$ cat config.mk
export PLATFORM = sky130hd
export DESIGN_NAME = run_ctrl
export DESIGN_NICKNAME = d
export VERILOG_FILES = /design/src/rtl/run_ctrl.sv
export SDC_FILE = /design/constraint.sdc
export NUM_CORES = 1
export LEC_CHECK = 0
export BUFFER_PORTS_ARGS = -buffer_cell sky130_fd_sc_hd__buf_2
export CELL_PAD_IN_SITES_DETAIL_PLACEMENT = 1
export CELL_PAD_IN_SITES_GLOBAL_PLACEMENT = 1
export CORE_UTILIZATION = 40
export CTS_BUF_LIST = sky130_fd_sc_hd__clkbuf_8
export CTS_CLUSTER_DIAMETER = 80
export DETAILED_ROUTE_END_ITERATION = 10
export PLACE_DENSITY = 0.8
export SYNTH_ARGS = -nofsm -noshare
export SYNTH_HDL_FRONTEND = slang
export SYNTH_SLANG_ARGS = --single-unit
export TNS_END_PERCENT = 10
$ cat constraint.sdc
create_clock -name clk -period 7.55 [get_ports clk]
set_input_delay 1.51 -clock clk [delete_from_list [all_inputs] [get_ports clk]]
set_output_delay 1.51 -clock clk [all_outputs]
set_load 0.03 [all_outputs]
$ cat src/rtl/run_ctrl.sv
// CPU run controller: divides clk into one-cycle cpu_en pulses, with free-run, single-step, halt and resume.
// Latency: go press acts 3 clk edges after go rises; cpu_en/state are registered (one cycle after the deciding edge).
// Backpressure: none; halt is sampled every cycle and always wins over go and the terminal count.
module run_ctrl #(
  parameter int DIV0 = 10000,
  parameter int DIV1 = 100000,
  parameter int DIV2 = 1000000,
  parameter int DIV3 = 10000000
) (
  input  logic        clk,
  input  logic        clr,
  input  logic [1:0]  hz,
  input  logic        go,
  input  logic        step_mode,
  input  logic        halt,
  output logic        cpu_en,
  output logic [1:0]  state,
  output logic [31:0] cycle_cnt
);

  // Divider counter must hold the largest terminal value (every DIVn is at least 2).
  localparam int DMAX01 = (DIV0 > DIV1) ? DIV0 : DIV1;
  localparam int DMAX23 = (DIV2 > DIV3) ? DIV2 : DIV3;
  localparam int DMAX   = (DMAX01 > DMAX23) ? DMAX01 : DMAX23;
  localparam int CW     = $clog2(DMAX);

  typedef enum logic [1:0] {
    S_IDLE   = 2'b00,
    S_RUN    = 2'b01,
    S_HALTED = 2'b10,
    S_RESUME = 2'b11
  } state_t;

  logic          r_go_s1;
  logic          r_go_s2;
  logic          r_go_d;
  logic [1:0]    r_vld;
  logic          r_armed;
  logic [1:0]    r_hz;
  logic [CW-1:0] r_cnt;
  state_t        r_state;
  logic          r_cpu_en;
  logic [31:0]   r_cycle_cnt;

  logic          w_go_pulse;
  logic          w_hz_chg;
  logic [CW-1:0] w_last;

  // Go synchronizer, edge flop and arming; r_armed stays low until go has really been sampled low,
  // so a button held through reset cannot fire once reset releases.
  always_ff @(posedge clk or negedge clr) begin
    if (!clr) begin
      r_go_s1 <= 1'b0;
      r_go_s2 <= 1'b0;
      r_go_d  <= 1'b0;
      r_vld   <= 2'b00;
      r_armed <= 1'b0;
    end else begin
      r_go_s1 <= go;
      r_go_s2 <= r_go_s1;
      r_go_d  <= r_go_s2;
      r_vld   <= {r_vld[0], 1'b1};
      r_armed <= r_armed | (r_vld[1] & ~r_go_s2);
    end
  end

  assign w_go_pulse = r_go_s2 & ~r_go_d & r_armed;

  // Speed select register; the divider restarts on the edge that loads a new value.
  always_ff @(posedge clk or negedge clr) begin
    if (!clr) begin
      r_hz <= 2'b00;
    end else begin
      r_hz <= hz;
    end
  end

  assign w_hz_chg = (hz != r_hz);

  // Terminal divider value for the currently registered speed.
  always_comb begin
    w_last = CW'(DIV0 - 1);
    case (r_hz)
      2'b00:   w_last = CW'(DIV0 - 1);
      2'b01:   w_last = CW'(DIV1 - 1);
      2'b10:   w_last = CW'(DIV2 - 1);
      default: w_last = CW'(DIV3 - 1);
    endcase
  end

  // Run/halt FSM with divider, registered cpu_en and pulse counter; priority in RUN is halt, go, hz change, count.
  always_ff @(posedge clk or negedge clr) begin
    if (!clr) begin
      r_state     <= S_IDLE;
      r_cnt       <= '0;
      r_cpu_en    <= 1'b0;
      r_cycle_cnt <= 32'd0;
    end else begin
      r_cpu_en <= 1'b0;
      case (r_state)
        S_IDLE: begin
          r_cnt <= '0;
          if (w_go_pulse) begin
            if (step_mode) begin
              r_cpu_en    <= 1'b1;
              r_cycle_cnt <= r_cycle_cnt + 32'd1;
            end else begin
              r_state <= S_RUN;
            end
          end
        end
        S_RUN: begin
          if (halt) begin
            r_state <= S_HALTED;
            r_cnt   <= '0;
          end else if (w_go_pulse) begin
            r_state <= S_IDLE;
            r_cnt   <= '0;
          end else if (w_hz_chg) begin
            r_cnt <= '0;
          end else if (r_cnt >= w_last) begin
            r_cnt       <= '0;
            r_cpu_en    <= 1'b1;
            r_cycle_cnt <= r_cycle_cnt + 32'd1;
          end else begin
            r_cnt <= r_cnt + CW'(1);
          end
        end
        S_HALTED: begin
          r_cnt <= '0;
          if (w_go_pulse) begin
            r_state     <= S_RESUME;
            r_cpu_en    <= 1'b1;
            r_cycle_cnt <= r_cycle_cnt + 32'd1;
          end
        end
        default: begin
          r_cnt   <= '0;
          r_state <= step_mode ? S_IDLE : S_RUN;
        end
      endcase
    end
  end

  assign cpu_en    = r_cpu_en;
  assign state     = r_state;
  assign cycle_cnt = r_cycle_cnt;

endmodule

==> flow_summary_export.csv, run 1 <==
group,metric,value,unit
clocking,numCtsBuffers,9,
synth,yosysWarnings,0,
timing,grt_setup_unrepaired,"false",
clocking,htree_levels,3,
worst_setup_path,crit_required,7.81,ns
clocking,clock_latency,0.35,ns
power_and_ir_drop,p_comb_share,11.3,%
synth,synthCells,351,
route,antenna_left,0,
worst_setup_path,worst_path_largest_cell_delay,0.88,ns
synth,synth_commonest_cells,"dfrtp_1 (67), xnor2_1 (41), nor2_1 (35), and3_1 (24), ha_1 (22)",
floorplanning,initial_core_util,41.5,%
power_and_ir_drop,p_clk_share,39.4,%
min_path,min_path_type,"reg -> reg",
power_and_ir_drop,seqPwrFrac,49.4,%
synth,synth_ff_type,"dfrtp_1",
worst_setup_path,worstSetupPathType,"reg -> reg",
synth,ys_seq_area_share,46.4,%
power_and_ir_drop,p_per_area,191,nW/um^2
synth,synth_nets,380,
floorplanning,core,8720,um^2
clocking,ctsHoldBuffers,0,
min_path,hp-start,"r_vld[0]",
clocking,cts_setup_buffers,0,
final_layout,layout.nets,419,
timing,period_share,51.7,%
final_layout,design_area,4090,um^2
worst_setup_path,worstReg2RegStart,"r_hz[0]",
floorplanning,fp.dieH,97.1,um
timing,fin_skew,0.0142,ns
floorplanning,io_pins,42,
route,drt_pre_antenna_iters,4,
timing,hold_viol,0,
power_and_ir_drop,power.switching,0.231,mW
route,viasPerCell,5.59,
min_path,hold_depth,0,
synth,synth_area_leader_cell,"dfrtp_1",
floorplanning,die_w,97.1,um
global_routing,grt_max_degree,68,
final_layout,area_growth,13.1,%
timing,min_period,3.90,ns
clocking,cts_sinks,67,
power_and_ir_drop,internal_power,0.551,mW
route,drc,0,
clocking,cts_buffer_depth,2,
placed_design,dpl_cell_area,3890,um^2
placed_design,io_buffers,41,
power_and_ir_drop,irDropWorstVdd,0.0901,mV
timing,slew_viol_final,0,
final_layout,antenna-diode-count,0,
timing,tns,0,ns
placed_design,dpl.cell_count,487,
timing,fmax,0.256,GHz
synth,synth-edff-count,0,
route,wire_per_inst,16.5,um
worst_setup_path,critPathSlowestCell,"or2_1",
synth,yosys.area.top_type_share,46.4,%
synth,synth.most_common_cell,"dfrtp_1",
floorplanning,die_area,9430,um^2
outcome,status,"finished clean",
power_and_ir_drop,switching_share,29.6,%
timing,tightest_slew,1.23,ns
final_layout,fin_cells,503,
placed_design,hpwl,5.81,mm
power_and_ir_drop,power,0.782,mW
route,finalWirelength,8.30,mm
worst_setup_path,endpoint_kind,"flip-flop",
clocking,cts.repair.resized,0,
synth,async_flop_share,100,%
worst_setup_path,r2r_setup_slack,3.65,ns
worst_setup_path,r2r_cells,10,
clocking,cts_tree,"yes",
synth,synth_cell_types,37,
worst_setup_path,crit_path_start,"r_hz[0]",
worst_setup_path,crit_chain,"inv_1 > ha_1 > inv_1 > ha_1 > a21oi_1 > a311oi_1 > nor3_1 > nand3_1 > or2_1 > nor2_1",
global_routing,first_global_vias,2926,
final_layout,drive_gt1_share,15.4,%
route,first_iter_violations,122,
synth,avgSynthCellArea,10.3,um^2
job,cap_violations,0,
global_routing,grt_pass1_wl,14.3,mm
placed_design,place_ws,3.40,ns
worst_setup_path,worstSetupStartpointType,"flip-flop",
route,vias,2812,
synth,ys_ff_latch,67,
timing,hold_slack,0.358,ns
power_and_ir_drop,p_leak,1.88,nW
global_routing,grt_use_total,18.7,%
timing,max_slew_margin,17.7,%
worst_setup_path,worstPathArrival,4.16,ns
timing,setup-violations-final,0,
placed_design,gp_congestion,0.783,
synth,synth_area_leaders,"dfrtp_1 (46%), xnor2_1 (9.9%), ha_1 (7.6%), and3_1 (4.2%), nor2_1 (3.6%)",
synth,synth_area,3620,um^2
timing,setup_ws,3.65,ns
final_layout,finish.utilization,46.9,%
floorplanning,rows,34,
global_routing,grt_overflow_total,0,
global_routing,antenna_found_initial,0,
clocking,cts-root-buf,"clkbuf_8",
final_layout,fillers,1002,
worst_setup_path,path_max_fanout,32,
clocking,clk_pin_slew,0.09,ns
## worst max-delay path, delay by kind of cell, from the launching register on
kind,cells,cell delay (ns)
AOI/OAI and AO/OA,2,0.33
adders and majority gates,2,0.56
buffers and inverters,2,0.27
DFF,1,0.43
and+or+nand+nor,4,2.20
## registers in the layout, indices dropped and copies added, names as in the netlist
register,count
cycle_cnt,32
r_go_s2,1
r_go_d,1
r_vld,2
r_hz,2
r_go_s1,1
state,2
r_armed,1
cpu_en,1
r_cnt,24
## cell usage in the layout, fill, tap and decap left out, types with 4 or more instances in the layout
master and n:
inv_1 13, and3_1 24, nand4_1 8, dfrtp_1 67, xnor2_1 41, nand3_1 16, nand2_1 13, o21ai_0 4
xor2_1 14, nor3_1 13, a21oi_1 4, and4_1 5, ha_1 22, nor2_1 35, o2111ai_1 15, clkbuf_8 9
buf_2 41, o211ai_1 16
## logic make-up after synthesis
kind of cell / Yosys count / share of synthesized area (%)
AOI/OAI and AO/OA: 51 / 10.6
xor gates and xnor gates: 55 / 13.3
adders and majority gates: 22 / 7.61
buffers and inverters: 27 / 3.36
DFF: 67 / 46.4
muxes: 2 / 0.588
other: 1 / 0.104
and+or+nand+nor: 126 / 18.1
## final timing paths
check,endpoint
min in group asynchronous,state[1]
max in group asynchronous,cycle_cnt[4]
worst max-delay path,r_cnt[3]
worst min-delay path,r_vld[1]
worst min register to register,r_vld[1]
worst max register to register,r_cnt[3]
## metal layers
layer | vias up | wire (um) | GRT usage (%)
li1 | 1333 | - | -
met1 | 1424 | 3840 | 24.7
met2 | 42 | 4100 | 31.0
met3 | 13 | 240 | 4.10
met4 | 0 | 121 | 5.40
met5 | - | 0 | 0
## cell type report
class | count | area, um^2 | area share, %
multi-input combinational | 257 | 1820 | 44.5
clock inverter | 7 | 76.3 | 1.86
tap | 108 | 135 | 3.30
timing repair buffer | 42 | 213 | 5.20
inverter | 13 | 48.8 | 1.19
clock buffer | 9 | 124 | 3.03
sequential | 67 | 1680 | 41.0
## power by group through the flow
stage	Sequential (mW)	Clock, mW	Combinational [mW]
final	0.386	0.308	0.0880
after global routing	0.388	0.332	0.0968
after CTS	0.386	0.315	0.0895
after detailed placement	0.393	0	0.0889
after global placement	0.392	0	0.0847
after floorplan	0.410	0	0.0399
Power figures use the tool's default switching activity.
==> run 2: changes to the inputs <==
==> constraint.sdc (replaced) <==
create_clock -name clk -period 3.79 [get_ports clk]
set_input_delay 0.758 -clock clk [delete_from_list [all_inputs] [get_ports clk]]
set_output_delay 0.758 -clock clk [all_outputs]
set_load 0.03 [all_outputs]
==> flow_summary_export.csv, run 2 (synthesized netlist as in run 1, its figures left out) <==
group,metric,value,unit
global_routing,first_global_vias,2951,
timing,grt_setup_unrepaired,"false",
final_layout,antenna-diode-count,0,
global_routing,antenna_found_initial,0,
worst_setup_path,crit_chain,"ha_1 > inv_1 > ha_1 > or3_1 > a221o_1 > o2111ai_1 > nand3_1 > buf_4 > o21ai_1 > mux2_2",
timing,tns,0,ns
clocking,cts_sinks,67,
route,vias,2798,
timing,slew_viol_final,0,
outcome,status,"finished clean",
timing,setup-violations-final,0,
worst_setup_path,endpoint_kind,"flip-flop",
clocking,clock_latency,0.34,ns
floorplanning,rows,34,
clocking,cts_buffer_depth,2,
timing,min_period,2.94,ns
timing,setup_ws,0.848,ns
worst_setup_path,path_depth,10,
min_path,hold_depth,0,
placed_design,hpwl,5.94,mm
timing,fmax,0.340,GHz
floorplanning,initial_core_util,41.5,%
job,cap_violations,0,
placed_design,io_buffers,41,
clocking,cts_tree,"yes",
route,wire_per_inst,16.1,um
worst_setup_path,critPathSlowestCell,"dfrtp_1",
worst_setup_path,path_max_fanout,31,
final_layout,area_growth,14.1,%
power_and_ir_drop,irDropWorstVdd,0.217,mV
worst_setup_path,worstSetupStartpointType,"flip-flop",
power_and_ir_drop,p_per_area,376,nW/um^2
clocking,htree_levels,3,
clocking,cts_setup_buffers,0,
timing,max_slew_margin,30.5,%
clocking,ctsHoldBuffers,0,
route,viasPerCell,5.51,
timing,fin_skew,0.00909,ns
final_layout,layout.nets,424,
route,first_iter_violations,50,
global_routing,grt_use_total,18.6,%
route,drt_pre_antenna_iters,6,
global_routing,grt_pass1_wl,14.3,mm
placed_design,gp_congestion,0.797,
final_layout,final_common_cell,"dfrtp_1",
worst_setup_path,r2r_cells,10,
clocking,clk_pin_slew,0.08,ns
global_routing,grt_overflow_total,0,
timing,period_share,77.6,%
worst_setup_path,cp_top_family,"compound AO/OA/AOI/OAI gates",
final_layout,largest_reg_flops,32,
clocking,cts.repair.resized,0,
timing,tightest_slew,1.04,ns
worst_setup_path,crit_path_frequent_cell,"ha_1",
route,finalWirelength,8.19,mm
placed_design,place_ws,0.867,ns
floorplanning,fp.dieH,97.1,um
floorplanning,die_w,97.1,um
route,drc,0,
worst_setup_path,crit_required,4.02,ns
clocking,numCtsBuffers,9,
global_routing,grt_max_degree,49,
floorplanning,io_pins,42,
min_path,min_path_type,"reg -> reg",
worst_setup_path,worstSetupPathType,"reg -> reg",
final_layout,drive_gt1_share,16.5,%
route,antenna_left,0,
worst_setup_path,crit_buf_inv,2,
floorplanning,core,8720,um^2
worst_setup_path,worstPathArrival,3.17,ns
clocking,cts-root-buf,"clkbuf_8",
power_and_ir_drop,p_leak,1.90,nW
timing,hold_viol,0,
final_layout,mostFrequentLayoutCells,"dfrtp_1 (67), xnor2_1 (41), buf_2 (41)",
worst_setup_path,worst_path_largest_cell_delay,0.45,ns
floorplanning,die_area,9430,um^2
==> run 2: layer usage <==
metal | GRT usage [%] | wire [um] | up-vias
li1 | - | - | 1344
met1 | 24.8 | 3790 | 1398
met2 | 30.9 | 4070 | 45
met4 | 5.63 | 97 | 0
met5 | 0 | 0 | -
met3 | 3.31 | 229 | 11
==> run 2: worst register-to-register path, cell delays in order (launching register included) <==
cell       delay [ns]
dfrtp_1          0.45
ha_1             0.25
inv_1            0.13
ha_1             0.23
or3_1            0.37
a221o_1          0.26
o2111ai_1        0.10
nand3_1          0.12
buf_4            0.26
o21ai_1          0.30
mux2_2           0.37
==> run 2: layout make-up <==
cell class                 count  area [um^2]
tap                          108          135
inverter                      13         48.8
multi-input combinational    257         1820
fill                         987         4590
sequential                    67         1680
timing repair buffer          47          250
clock buffer                   9          124
clock inverter                 7         75.1
==> run 2: stage by stage <==
step                hold slack [ns]  utilization [%]  area (um^2)  total power [mW]  std cells
floorplan                     0.331                -         3620             0.897        351
global placement              0.332             45.1         3930             0.959        492
detailed placement            0.336             45.1         3930             0.970        492
CTS                           0.355             47.3         4130              1.58        508
global route                  0.363             47.3         4130              1.62        508
finish                        0.353             47.3         4130              1.55        508
==> run 2: path summary, 6_finish.rpt <==
path	start	to	slack [ns]
max	r_hz[1]	cycle_cnt[1]	0.85
min in group asynchronous	clr	r_cnt[17]	0.60
min reg2reg	r_go_s1	r_go_s2	0.35
max in group asynchronous	clr	cycle_cnt[9]	2.44
max reg2reg	r_hz[1]	cycle_cnt[1]	0.85
min	r_go_s1	r_go_s2	0.35
==> run 2: power breakdown <==
group          switching, mW  internal, mW  leakage (nW)
Combinational          0.130        0.0555         0.897
Clock                  0.292         0.307        0.0923
Sequential            0.0301         0.739         0.910
Total                  0.452          1.10          1.90
==> run 3: changes to the inputs <==
--- a/config.mk
+++ b/config.mk
@@ -12,7 +12,7 @@
 export CTS_BUF_LIST = sky130_fd_sc_hd__clkbuf_8
 export CTS_CLUSTER_DIAMETER = 80
 export DETAILED_ROUTE_END_ITERATION = 10
-export PLACE_DENSITY = 0.8
+export PLACE_DENSITY = 0.83
 export SYNTH_ARGS = -nofsm -noshare
 export SYNTH_HDL_FRONTEND = slang
 export SYNTH_SLANG_ARGS = --single-unit
==> constraint.sdc (replaced) <==
create_clock -name clk -period 2.4 [get_ports clk]
set_input_delay 0.48 -clock clk [delete_from_list [all_inputs] [get_ports clk]]
set_output_delay 0.48 -clock clk [all_outputs]
set_load 0.03 [all_outputs]
==> flow_summary_export.csv, run 3 (synthesized netlist as in run 1, its figures left out) <==
group,metric,value,unit
job,cap_violations,0,
worst_setup_path,r2r_setup_slack,-0.27,ns
timing,slew_viol_final,0,
timing,tightest_slew,0.579,ns
clocking,numCtsBuffers,9,
clocking,cts_buffer_depth,2,
worst_setup_path,crit_required,2.68,ns
route,viasPerCell,5.86,
worst_setup_path,critPathSlowestCell,"dfrtp_2",
timing,tns,-7.74,ns
route,vias,3108,
route,drc,0,
timing,hold_viol,0,
placed_design,dpl.cell_count,507,
timing,grt_setup_unrepaired,"true",
final_layout,layout.nets,446,
worst_setup_path,r2r_cells,11,
route,first_iter_violations,202,
min_path,min_path_type,"in -> async",
placed_design,dpl_cell_area,4060,um^2
power_and_ir_drop,p_leak,2.09,nW
clocking,cts-root-buf,"clkbuf_8",
route,finalWirelength,11.7,mm
worst_setup_path,worstPathArrival,2.95,ns
timing,period_share,111,%
outcome,violations,"setup timing",
worst_setup_path,endpoint_kind,"flip-flop",
worst_setup_path,crit_chain,"ha_4 > inv_2 > ha_2 > or3_4 > a221o_1 > o2111ai_2 > nand3_2 > buf_12 > clkbuf_16 > o2111ai_1 > xnor2_1",
global_routing,antenna_found_initial,0,
worst_setup_path,worstSetupStartpointType,"flip-flop",
global_routing,first_global_vias,3233,
power_and_ir_drop,power,2.74,mW
clocking,clk_pin_slew,0.08,ns
final_layout,mostFrequentLayoutCells,"dfrtp_1 (65), buf_2 (41), xnor2_1 (40)",
floorplanning,rows,34,
timing,setup_ws,-0.272,ns
worst_setup_path,worstSetupPathType,"reg -> reg",
clocking,cts_tree,"yes",
floorplanning,core,8720,um^2
clocking,htree_levels,3,
placed_design,hpwl,6.31,mm
final_layout,final_common_cell,"dfrtp_1",
final_layout,finish.utilization,54.7,%
worst_setup_path,worst_path_largest_cell_delay,0.48,ns
timing,min_period,2.67,ns
floorplanning,die_area,9430,um^2
placed_design,place_ws,-0.250,ns
timing,max_slew_margin,61.4,%
placed_design,gp_congestion,0.778,
global_routing,grt_use_total,21.4,%
route,wirelength_met1,4.94,mm
global_routing,grt_overflow_total,0,
final_layout,area_growth,31.9,%
floorplanning,io_pins,42,
clocking,ctsHoldBuffers,0,
final_layout,antenna-diode-count,0,
worst_setup_path,path_max_fanout,9,
floorplanning,fp.dieH,97.1,um
final_layout,design_area,4770,um^2
route,wl_met2,6.05,mm
power_and_ir_drop,p_per_area,575,nW/um^2
timing,setup-violations-final,56,
route,antenna_left,0,
placed_design,io_buffers,41,
final_layout,largest_reg_flops,32,
timing,hold_slack,0.108,ns
outcome,status,"finished with violations",
route,drt_pre_antenna_iters,4,
clocking,clock_latency,0.36,ns
clocking,cts_sinks,67,
route,wl_met3,473,um
floorplanning,die_w,97.1,um
final_layout,fin_cells,530,
power_and_ir_drop,irDropWorstVdd,0.500,mV
global_routing,grt_max_degree,45,
final_layout,drive_gt1_share,32.0,%
route,highest_layer,"met4",
global_routing,grt_pass1_wl,16.3,mm
timing,fmax,0.374,GHz
timing,fin_skew,0.0152,ns
route,wire_per_inst,22.2,um
floorplanning,initial_core_util,41.5,%
-- run 3: cell types whose count changed in the layout (fill, tap and decap cells not counted), sizes merged --
cell      delta
buf         +19
bufinv       +2
inv          -1
clkbuf       +4
clkinvlp     -3
clkinv       +1
-- run 3: critical path, delay by kind of cell (launching register included) --
kind	cells	cell delay (ns)
XOR/XNOR	1	0.18
flip-flops	1	0.48
AND/OR/NAND/NOR	2	0.51
adder cells (fa/ha/maj)	2	0.35
buffers and inverters	3	0.41
AO/OA/AOI/OAI	3	0.64
-- run 3: what timing repair did --
action                     CTS  global route
pin swaps                    4            17
cloned                       0             3
resized for setup           26            40
setup endpoints to repair   56            57
buffers inserted             1             3
-- run 3: layer usage --
layer,vias to the layer above,GRT usage [%]
li1,1390,-
met1,1611,28.5
met2,84,35.1
met3,23,3.96
met4,0,7.00
met5,-,0
-- run 3: path summary, 6_finish.rpt --
check	start	to
max	r_hz[1]	cycle_cnt[15]
min	clr	cycle_cnt[5]
max reg2reg	r_hz[1]	cycle_cnt[15]
min reg2reg	r_vld[0]	r_vld[1]
max in group asynchronous	clr	r_hz[0]
min in group clk	go	r_go_s1
-- run 3: cell type report --
| class | count | area [um^2] |
|---|---|---|
| well taps | 108 | 135 |
| flip-flops and latches | 67 | 1680 |
| clock inverters | 6 | 104 |
| clock buffers | 10 | 138 |
| inverters | 13 | 53.8 |
| multi-input cells | 257 | 2140 |
| repair buffers | 69 | 524 |
| fillers | 919 | 3950 |
-- run 3: report_power, final --
group	switching [mW]	internal (mW)
logic	0.240	0.115
registers	0.0529	1.17
clock network	0.456	0.711
total	0.749	1.99
